<file path="src/rtl/alu_share_arbiter_pkg.sv">
// Shared definitions for the ALU share arbiter: datapath widths, ALU opcodes,
// owner encodings for the response slot and the slot state type.
package alu_share_arbiter_pkg;

    localparam int XLEN        = 32;
    localparam int ALUOPS_SIZE = 4;
    localparam int SHAMT_W     = $clog2(XLEN);

    // ALU opcodes; encodings 10..15 are undefined and yield a zero result
    localparam logic [ALUOPS_SIZE-1:0] ALU_OP_ADD  = 4'd0;
    localparam logic [ALUOPS_SIZE-1:0] ALU_OP_SUB  = 4'd1;
    localparam logic [ALUOPS_SIZE-1:0] ALU_OP_AND  = 4'd2;
    localparam logic [ALUOPS_SIZE-1:0] ALU_OP_OR   = 4'd3;
    localparam logic [ALUOPS_SIZE-1:0] ALU_OP_XOR  = 4'd4;
    localparam logic [ALUOPS_SIZE-1:0] ALU_OP_SLL  = 4'd5;
    localparam logic [ALUOPS_SIZE-1:0] ALU_OP_SRL  = 4'd6;
    localparam logic [ALUOPS_SIZE-1:0] ALU_OP_SRA  = 4'd7;
    localparam logic [ALUOPS_SIZE-1:0] ALU_OP_SLT  = 4'd8;
    localparam logic [ALUOPS_SIZE-1:0] ALU_OP_SLTU = 4'd9;

    // Owner encodings for the response slot and the round-robin pointer
    localparam logic ARB_PORT0 = 1'b0;
    localparam logic ARB_PORT1 = 1'b1;

    typedef enum logic {
        ST_EMPTY = 1'b0,
        ST_FULL  = 1'b1
    } slot_state_e;

endpackage

</file>
<file path="src/rtl/alu_share_arbiter_if.sv">
// Request/response bundle between the two ALU clients and the arbiter.
// master = requester side (integer pipe + FPU helper), slave = arbiter.
interface alu_share_arbiter_if;
    import alu_share_arbiter_pkg::*;

    logic                   req0_valid;
    logic                   req0_ready;
    logic [XLEN-1:0]        req0_a;
    logic [XLEN-1:0]        req0_b;
    logic [ALUOPS_SIZE-1:0] req0_op;

    logic                   req1_valid;
    logic                   req1_ready;
    logic [XLEN-1:0]        req1_a;
    logic [XLEN-1:0]        req1_b;
    logic [ALUOPS_SIZE-1:0] req1_op;

    logic                   rsp0_valid;
    logic                   rsp0_ready;
    logic                   rsp1_valid;
    logic                   rsp1_ready;
    logic [XLEN-1:0]        rsp_result;
    logic                   busy;

    modport master (
        output req0_valid, req0_a, req0_b, req0_op,
        output req1_valid, req1_a, req1_b, req1_op,
        output rsp0_ready, rsp1_ready,
        input  req0_ready, req1_ready,
        input  rsp0_valid, rsp1_valid, rsp_result, busy
    );

    modport slave (
        input  req0_valid, req0_a, req0_b, req0_op,
        input  req1_valid, req1_a, req1_b, req1_op,
        input  rsp0_ready, rsp1_ready,
        output req0_ready, req1_ready,
        output rsp0_valid, rsp1_valid, rsp_result, busy
    );

endinterface

</file>
<file path="src/rtl/alu_share_arbiter_alu.sv">
// Combinational integer ALU shared by both arbiter ports.
// Wrap-around arithmetic, shifts use the low bits of operand B,
// undefined opcodes return zero.
module alu_share_arbiter_alu
    import alu_share_arbiter_pkg::*;
(
    input  logic [XLEN-1:0]        i_a,
    input  logic [XLEN-1:0]        i_b,
    input  logic [ALUOPS_SIZE-1:0] i_op,
    output logic [XLEN-1:0]        o_result
);

    logic signed [XLEN-1:0] w_a_s;
    logic signed [XLEN-1:0] w_b_s;
    logic [SHAMT_W-1:0]     w_shamt;

    assign w_a_s   = i_a;
    assign w_b_s   = i_b;
    assign w_shamt = i_b[SHAMT_W-1:0];

    // Decode the opcode and compute the result
    always_comb begin
        o_result = '0;
        case (i_op)
            ALU_OP_ADD:  o_result = i_a + i_b;
            ALU_OP_SUB:  o_result = i_a - i_b;
            ALU_OP_AND:  o_result = i_a & i_b;
            ALU_OP_OR:   o_result = i_a | i_b;
            ALU_OP_XOR:  o_result = i_a ^ i_b;
            ALU_OP_SLL:  o_result = i_a << w_shamt;
            ALU_OP_SRL:  o_result = i_a >> w_shamt;
            ALU_OP_SRA:  o_result = $unsigned(w_a_s >>> w_shamt);
            ALU_OP_SLT:  o_result = {{(XLEN-1){1'b0}}, (w_a_s < w_b_s)};
            ALU_OP_SLTU: o_result = {{(XLEN-1){1'b0}}, (i_a < i_b)};
            default:     o_result = '0;
        endcase
    end

endmodule

</file>
<file path="src/rtl/alu_share_arbiter.sv">
// Round-robin arbiter sharing one integer ALU between the integer pipe
// (port 0) and the FPU integer-helper path (port 1). The ALU output is
// captured in a single-entry response slot tagged with its owner; a slot
// being drained can be refilled in the same cycle for 1 op/cycle throughput.
module alu_share_arbiter
    import alu_share_arbiter_pkg::*;
(
    input  logic               clk,
    input  logic               rst_n,
    alu_share_arbiter_if.slave bus
);

    slot_state_e            r_state;
    logic                   r_owner;
    logic                   r_last_grant;
    logic                   r_rsp0_valid;
    logic                   r_rsp1_valid;
    logic [XLEN-1:0]        r_rsp_result;

    logic                   w_drain;
    logic                   w_can_accept;
    logic                   w_grant0;
    logic                   w_grant1;
    logic                   w_accept;
    logic                   w_sel;
    logic [XLEN-1:0]        w_alu_a;
    logic [XLEN-1:0]        w_alu_b;
    logic [ALUOPS_SIZE-1:0] w_alu_op;
    logic [XLEN-1:0]        w_alu_result;

    // Decide whether the slot frees up this cycle and who gets the ALU;
    // grants are suppressed while reset is held so nothing is accepted
    always_comb begin
        w_drain      = (r_state == ST_FULL) &&
                       ((r_owner == ARB_PORT1) ? bus.rsp1_ready : bus.rsp0_ready);
        w_can_accept = rst_n && ((r_state == ST_EMPTY) || w_drain);
        w_grant0     = w_can_accept && bus.req0_valid &&
                       (!bus.req1_valid || (r_last_grant == ARB_PORT1));
        w_grant1     = w_can_accept && bus.req1_valid &&
                       (!bus.req0_valid || (r_last_grant == ARB_PORT0));
        w_accept     = w_grant0 || w_grant1;
        w_sel        = w_grant1 ? ARB_PORT1 : ARB_PORT0;
        w_alu_a      = w_grant1 ? bus.req1_a  : bus.req0_a;
        w_alu_b      = w_grant1 ? bus.req1_b  : bus.req0_b;
        w_alu_op     = w_grant1 ? bus.req1_op : bus.req0_op;
    end

    alu_share_arbiter_alu u_alu (
        .i_a      (w_alu_a),
        .i_b      (w_alu_b),
        .i_op     (w_alu_op),
        .o_result (w_alu_result)
    );

    // Slot FSM: capture on accept (possibly while draining), empty on drain alone
    always_ff @(posedge clk or negedge rst_n) begin
        if (!rst_n) begin
            r_state      <= ST_EMPTY;
            r_owner      <= ARB_PORT0;
            r_last_grant <= ARB_PORT1;
            r_rsp0_valid <= 1'b0;
            r_rsp1_valid <= 1'b0;
            r_rsp_result <= '0;
        end else if (w_accept) begin
            r_state      <= ST_FULL;
            r_owner      <= w_sel;
            r_last_grant <= w_sel;
            r_rsp0_valid <= (w_sel == ARB_PORT0);
            r_rsp1_valid <= (w_sel == ARB_PORT1);
            r_rsp_result <= w_alu_result;
        end else if (w_drain) begin
            r_state      <= ST_EMPTY;
            r_rsp0_valid <= 1'b0;
            r_rsp1_valid <= 1'b0;
        end
    end

    assign bus.req0_ready = w_grant0;
    assign bus.req1_ready = w_grant1;
    assign bus.rsp0_valid = r_rsp0_valid;
    assign bus.rsp1_valid = r_rsp1_valid;
    assign bus.rsp_result = r_rsp_result;
    assign bus.busy       = (r_state == ST_FULL) || bus.req0_valid || bus.req1_valid;

endmodule

</file>
<file path="src/flat_wrapper.sv">
// flat-port wrapper written by rule: the top's interface ports become plain ports
module alu_share_arbiter_flat import alu_share_arbiter_pkg::*;
  (clk, rst_n, bus_req0_valid, bus_req0_a, bus_req0_b, bus_req0_op, bus_req1_valid, bus_req1_a, bus_req1_b, bus_req1_op, bus_rsp0_ready, bus_rsp1_ready, bus_req0_ready, bus_req1_ready, bus_rsp0_valid, bus_rsp1_valid, bus_rsp_result, bus_busy);
  alu_share_arbiter_if bus_i ();
  input  logic clk;
  input  logic rst_n;
  input wire logic [$bits(bus_i.req0_valid)-1:0] bus_req0_valid;
  input wire logic [$bits(bus_i.req0_a)-1:0] bus_req0_a;
  input wire logic [$bits(bus_i.req0_b)-1:0] bus_req0_b;
  input wire logic [$bits(bus_i.req0_op)-1:0] bus_req0_op;
  input wire logic [$bits(bus_i.req1_valid)-1:0] bus_req1_valid;
  input wire logic [$bits(bus_i.req1_a)-1:0] bus_req1_a;
  input wire logic [$bits(bus_i.req1_b)-1:0] bus_req1_b;
  input wire logic [$bits(bus_i.req1_op)-1:0] bus_req1_op;
  input wire logic [$bits(bus_i.rsp0_ready)-1:0] bus_rsp0_ready;
  input wire logic [$bits(bus_i.rsp1_ready)-1:0] bus_rsp1_ready;
  output wire logic [$bits(bus_i.req0_ready)-1:0] bus_req0_ready;
  output wire logic [$bits(bus_i.req1_ready)-1:0] bus_req1_ready;
  output wire logic [$bits(bus_i.rsp0_valid)-1:0] bus_rsp0_valid;
  output wire logic [$bits(bus_i.rsp1_valid)-1:0] bus_rsp1_valid;
  output wire logic [$bits(bus_i.rsp_result)-1:0] bus_rsp_result;
  output wire logic [$bits(bus_i.busy)-1:0] bus_busy;
  assign bus_i.req0_valid = bus_req0_valid;
  assign bus_i.req0_a = bus_req0_a;
  assign bus_i.req0_b = bus_req0_b;
  assign bus_i.req0_op = bus_req0_op;
  assign bus_i.req1_valid = bus_req1_valid;
  assign bus_i.req1_a = bus_req1_a;
  assign bus_i.req1_b = bus_req1_b;
  assign bus_i.req1_op = bus_req1_op;
  assign bus_i.rsp0_ready = bus_rsp0_ready;
  assign bus_i.rsp1_ready = bus_rsp1_ready;
  assign bus_req0_ready = bus_i.req0_ready;
  assign bus_req1_ready = bus_i.req1_ready;
  assign bus_rsp0_valid = bus_i.rsp0_valid;
  assign bus_rsp1_valid = bus_i.rsp1_valid;
  assign bus_rsp_result = bus_i.rsp_result;
  assign bus_busy = bus_i.busy;
  alu_share_arbiter u_core (.clk(clk), .rst_n(rst_n), .bus(bus_i));
endmodule
</file>
<file path="config.mk">
export PLATFORM = sky130hd
export DESIGN_NAME = alu_share_arbiter_flat
export DESIGN_NICKNAME = d
export VERILOG_FILES = /design/src/rtl/alu_share_arbiter_pkg.sv /design/src/rtl/alu_share_arbiter_if.sv /design/src/rtl/alu_share_arbiter_alu.sv /design/src/rtl/alu_share_arbiter.sv /design/src/flat_wrapper.sv
export SDC_FILE = /design/constraint.sdc
export NUM_CORES = 1
export LEC_CHECK = 0
export CORE_MARGIN = 2
export CORE_UTILIZATION = 56
export DETAILED_ROUTE_END_ITERATION = 6
export MAX_ROUTING_LAYER = met4
export PLACE_DENSITY = 0.84
export SLEW_MARGIN = 5
export SYNTH_ARGS = -nofsm -noshare
export SYNTH_HDL_FRONTEND = slang
export SYNTH_HIERARCHICAL = 1
export SYNTH_SLANG_ARGS = --single-unit
</file>
<file path="constraint.sdc">
create_clock -name clk -period 6.9 [get_ports clk]
set_input_delay 1.035 -clock clk [delete_from_list [all_inputs] [get_ports clk]]
set_output_delay 1.035 -clock clk [all_outputs]
set_load 0.01 [all_outputs]
</file>
==> qor.log <==
qor: final_layout.nets 1,746
qor: routing.vias 12,431
qor: final_layout.layout-area-overhead-vs-synth 18.96%
qor: hold_path.min_path_cells 1
qor: timing.hold_viol 0
qor: power_and_ir_drop.ir_worst_vdd 0.0001259 V
qor: critical_path.timing.critical_path.cells clkdlybuf4s50_1 -> mux2i_1 -> a221oi_4 -> buf_4 -> mux2_1 -> inv_1 -> ha_1 -> nand2_1 -> o21ai_0 -> a221o_1 -> o31ai_2 -> o21ai_1 -> o41ai_1 -> a31oi_1 -> xnor2_1 -> o221ai_1 -> mux2_2
qor: critical_path.timing.critical_path.fanout_max 34
qor: synthesis.yosys_warnings 6
qor: synthesis.synth_nets 1,639
qor: power_and_ir_drop.fin_total_pwr 2558 uW
qor: critical_path.end_kind flop
qor: placement.numPlacedInstances 1,731
qor: synthesis.synth_top_area_cell sky130_fd_sc_hd__ha_1
qor: synthesis.post_syn_area_per_cell 7.563 um^2
qor: critical_path.critical_path.slowest_cell sky130_fd_sc_hd__mux2_1
qor: placement.dp.final_hpwl 34,820 um
qor: status.run_status finished, violations left
qor: final_layout.antenna_cells_inserted 0
qor: critical_path.end_of_the_worst_register_to_register_path u_core/bus.rsp_result[28]
qor: clocking.clockRootBuffer sky130_fd_sc_hd__clkbuf_16
qor: grt.grt_ovf 0
qor: critical_path.critical_path_buf_inv_count 3
qor: grt.globalRouteTotalUtil 45.25%
qor: routing.drt_wl_total 45,240 um
qor: floorplanning.chipHeight 141.4 um
qor: final_layout.fillerInstances 1,587
qor: hold_path.timing.hold.worst_endpoint u_core/bus.rsp_result[1]
qor: floorplanning.floorplan.die.width 141.4 um
qor: routing.remaining_drc_errors 13
qor: clocking.clock_latency 0.30 ns
qor: clocking.postCtsSetupRepairBufs 0
qor: timing.final.period_utilization 88.64%
qor: timing.timing.max_slew.rel_slack 18.52%
qor: routing.firstDrtPassIters 7
qor: critical_path.r2r.worst_path.cells 16
qor: grt.number_of_global_route_vias_before_repair 11,642
qor: final_layout.post_route_cells_drive_above_1_share 12.89%
qor: critical_path.worstSetupPathType input pin to flop
qor: grt.grt_antenna_before_repair 0
qor: placement.buffer_ports.inserted 178
qor: clocking.cts_buffers 5
qor: routing.drtAntennaViolNets 0
qor: hold_path.worstHoldStart u_core/bus.rsp_result[1]
qor: final_layout.layoutNonFillerInstCount 1,739
qor: timing.timing.final.crit_period 6.116 ns
qor: clocking.clock_tree.buffer_depth 2
qor: critical_path.timing.reg2reg.setup_slack 1.52 ns
qor: timing.hold_ws 0.5095 ns
qor: hold_path.holdCritPathClass flop to flop
qor: synthesis.netlist_instances 1,397
qor: critical_path.worstReg2RegStart u_core/r_owner
qor: grt.global_route_wire_length_before_repair 68,300 um
qor: timing.fin_worst_skew 0.008290 ns
qor: timing.timing_max_transition_violations_final 0
qor: timing.maxClockFrequency 163.5 MHz
qor: clocking.clk_pin_slew 0.07 ns
qor: synthesis.synth_async_sr_flop_share 100.0%
qor: synthesis.fraction_of_the_yosys_area_taken_by_sequential_cells 8.775%
qor: floorplanning.core_area 18,580 um^2
qor: critical_path.worst_setup_path_start_kind input pin
qor: timing.rsz0062_at_grt false
qor: routing.drt_iter0_markers 2,031
qor: clocking.postCtsResizedCells 0
qor: power_and_ir_drop.total_leakage_power 0.005241 uW
qor: timing.timing.setup.tns 0 ns
qor: routing.avgViaCountPerCell 7.148
qor: synthesis.synth.top_cell.area_share 11.61%
qor: status.failed_checks design-rule violations
qor: synthesis.synth_edf_count 0
qor: final_layout.fin_util 67.64%
qor: floorplanning.die-area 19,980 um^2
qor: floorplanning.top_level_ports 179
qor: routing.routed_wire_length_per_instance 26.02 um
qor: synthesis.ys_types 79
qor: critical_path.critPathRequiredTime 7.08 ns
qor: critical_path.crit_path_dat 6.30 ns
qor: timing.report.final.setup_viol 0
qor: clocking.cts_hold_buf 0
qor: grt.largest_net_degree_at_the_start_of_global_routing 78
qor: clocking.cts_tree yes
qor: synthesis.syn_area 10,570 um^2
qor: synthesis.synth_register_bits 37
qor: run.max_cap_violations 0
qor: synthesis.largest_cells_by_area_after_synthesis sky130_fd_sc_hd__ha_1 (12%), sky130_fd_sc_hd__mux2_2 (11%), sky130_fd_sc_hd__dfrtp_1 (8.5%)
qor: critical_path.critical_path_depth 17
qor: clocking.cts.sink_count 37
qor: clocking.cts_max_level 2
qor: floorplanning.row_count 50
qor: final_layout.most-common-layout-cells sky130_fd_sc_hd__clkdlybuf4s50_1 (177), sky130_fd_sc_hd__nor2_1 (129), sky130_fd_sc_hd__nand2_1 (111)
qor: synthesis.ys_dominant_reg_cell sky130_fd_sc_hd__dfrtp_1
qor: floorplanning.initial_utilization 56.86%
qor: final_layout.final_common_cell sky130_fd_sc_hd__clkdlybuf4s50_1
qor: critical_path.cp_top_family compound AO/OA/AOI/OAI gates
qor: power_and_ir_drop.pd_cells 203.6 nW/um^2
qor: placement.gp_routability_congestion 1.135
qor: critical_path.max_stage_delay 0.54 ns
qor: timing.worst-slew-pin-transition 1.220 ns
how the worst max path moves through the flow:
stage                        start                         to
floorplan           bus_rsp1_ready  u_core/bus.rsp_result[29]
global placement    bus_rsp1_ready  u_core/bus.rsp_result[28]
detailed placement  bus_rsp1_ready  u_core/bus.rsp_result[28]
CTS                 bus_rsp1_ready  u_core/bus.rsp_result[28]
global route        bus_rsp0_ready  u_core/bus.rsp_result[28]
finish              bus_rsp1_ready  u_core/bus.rsp_result[28]
sequential cells by signal, summed over array words and instances (netlist names):
signal                 cells
u_core/bus.rsp0_valid      1
u_core/bus.rsp1_valid      1
u_core/bus.rsp_result     32
u_core/r_last_grant        1
u_core/r_owner             1
u_core/r_state             1
synth_stat cells (21+ instances only):
library cell / number
sky130_fd_sc_hd__nand2_1: 111
sky130_fd_sc_hd__nand3_1: 21
sky130_fd_sc_hd__o21ai_0: 110
sky130_fd_sc_hd__a21oi_1: 101
sky130_fd_sc_hd__clkbuf_1: 68
sky130_fd_sc_hd__ha_1: 98
sky130_fd_sc_hd__inv_1: 94
sky130_fd_sc_hd__o211ai_1: 28
sky130_fd_sc_hd__dfrtp_1: 36
sky130_fd_sc_hd__mux2_2: 102
sky130_fd_sc_hd__nor2_1: 129
sky130_fd_sc_hd__a211oi_1: 23
sky130_fd_sc_hd__nor3_1: 39
sky130_fd_sc_hd__mux2i_1: 54
sky130_fd_sc_hd__mux4_2: 34
logic make-up after synthesis:
kind of cell             count (synthesis)  synth area share (%)
adder cells (fa/ha/maj)                100                 11.98
AO/OA/AOI/OAI                          459                 29.04
AND/OR/NAND/NOR                        380                 16.47
flip-flops                              37                 8.775
XOR/XNOR                                20                 1.658
multiplexers                           196                 23.87
buffers and inverters                  205                 8.195
final cells by class:
cell class	instances	area, um^2	share of cell area, %
inverter	98	367.9	2.927
timing repair buffer	207	2007	15.97
clock buffer	5	125.1	0.9955
tap	234	292.8	2.330
clock inverter	3	46.29	0.3683
multi-input combinational	1155	8802	70.03
sequential	37	927.1	7.377
layer usage:
| layer | routed length, um | global-route usage (%) | up-vias | part of all wire [%] |
|---|---|---|---|---|
| met5 | 0 | - | - | 0 |
| met4 | 2513 | 20.26 | 0 | 5.6 |
| met3 | 6559 | 12.18 | 184 | 14 |
| met2 | 18680 | 63.36 | 1077 | 41 |
| met1 | 17500 | 60.91 | 5743 | 39 |
| li1 | - | - | 5427 | - |
through the flow:
| stage | cell area, um^2 | worst slack (ns) |
|---|---|---|
| CTS | 12570 | 1.012 |
| global route | 12570 | 0.5855 |
| finish | 12570 | 0.7838 |
| detailed placement | 12400 | 0.7038 |
| global placement | 12400 | 0.8396 |
| floorplan | 10570 | 1.133 |
power breakdown:
group,switching (uW),internal (uW),total [uW]
Sequential,57.2,300,357
Clock,109,172,280
Combinational,1120,800,1920
Total,1290,1270,2560
Note: power is estimated with default switching activity, not from simulation.
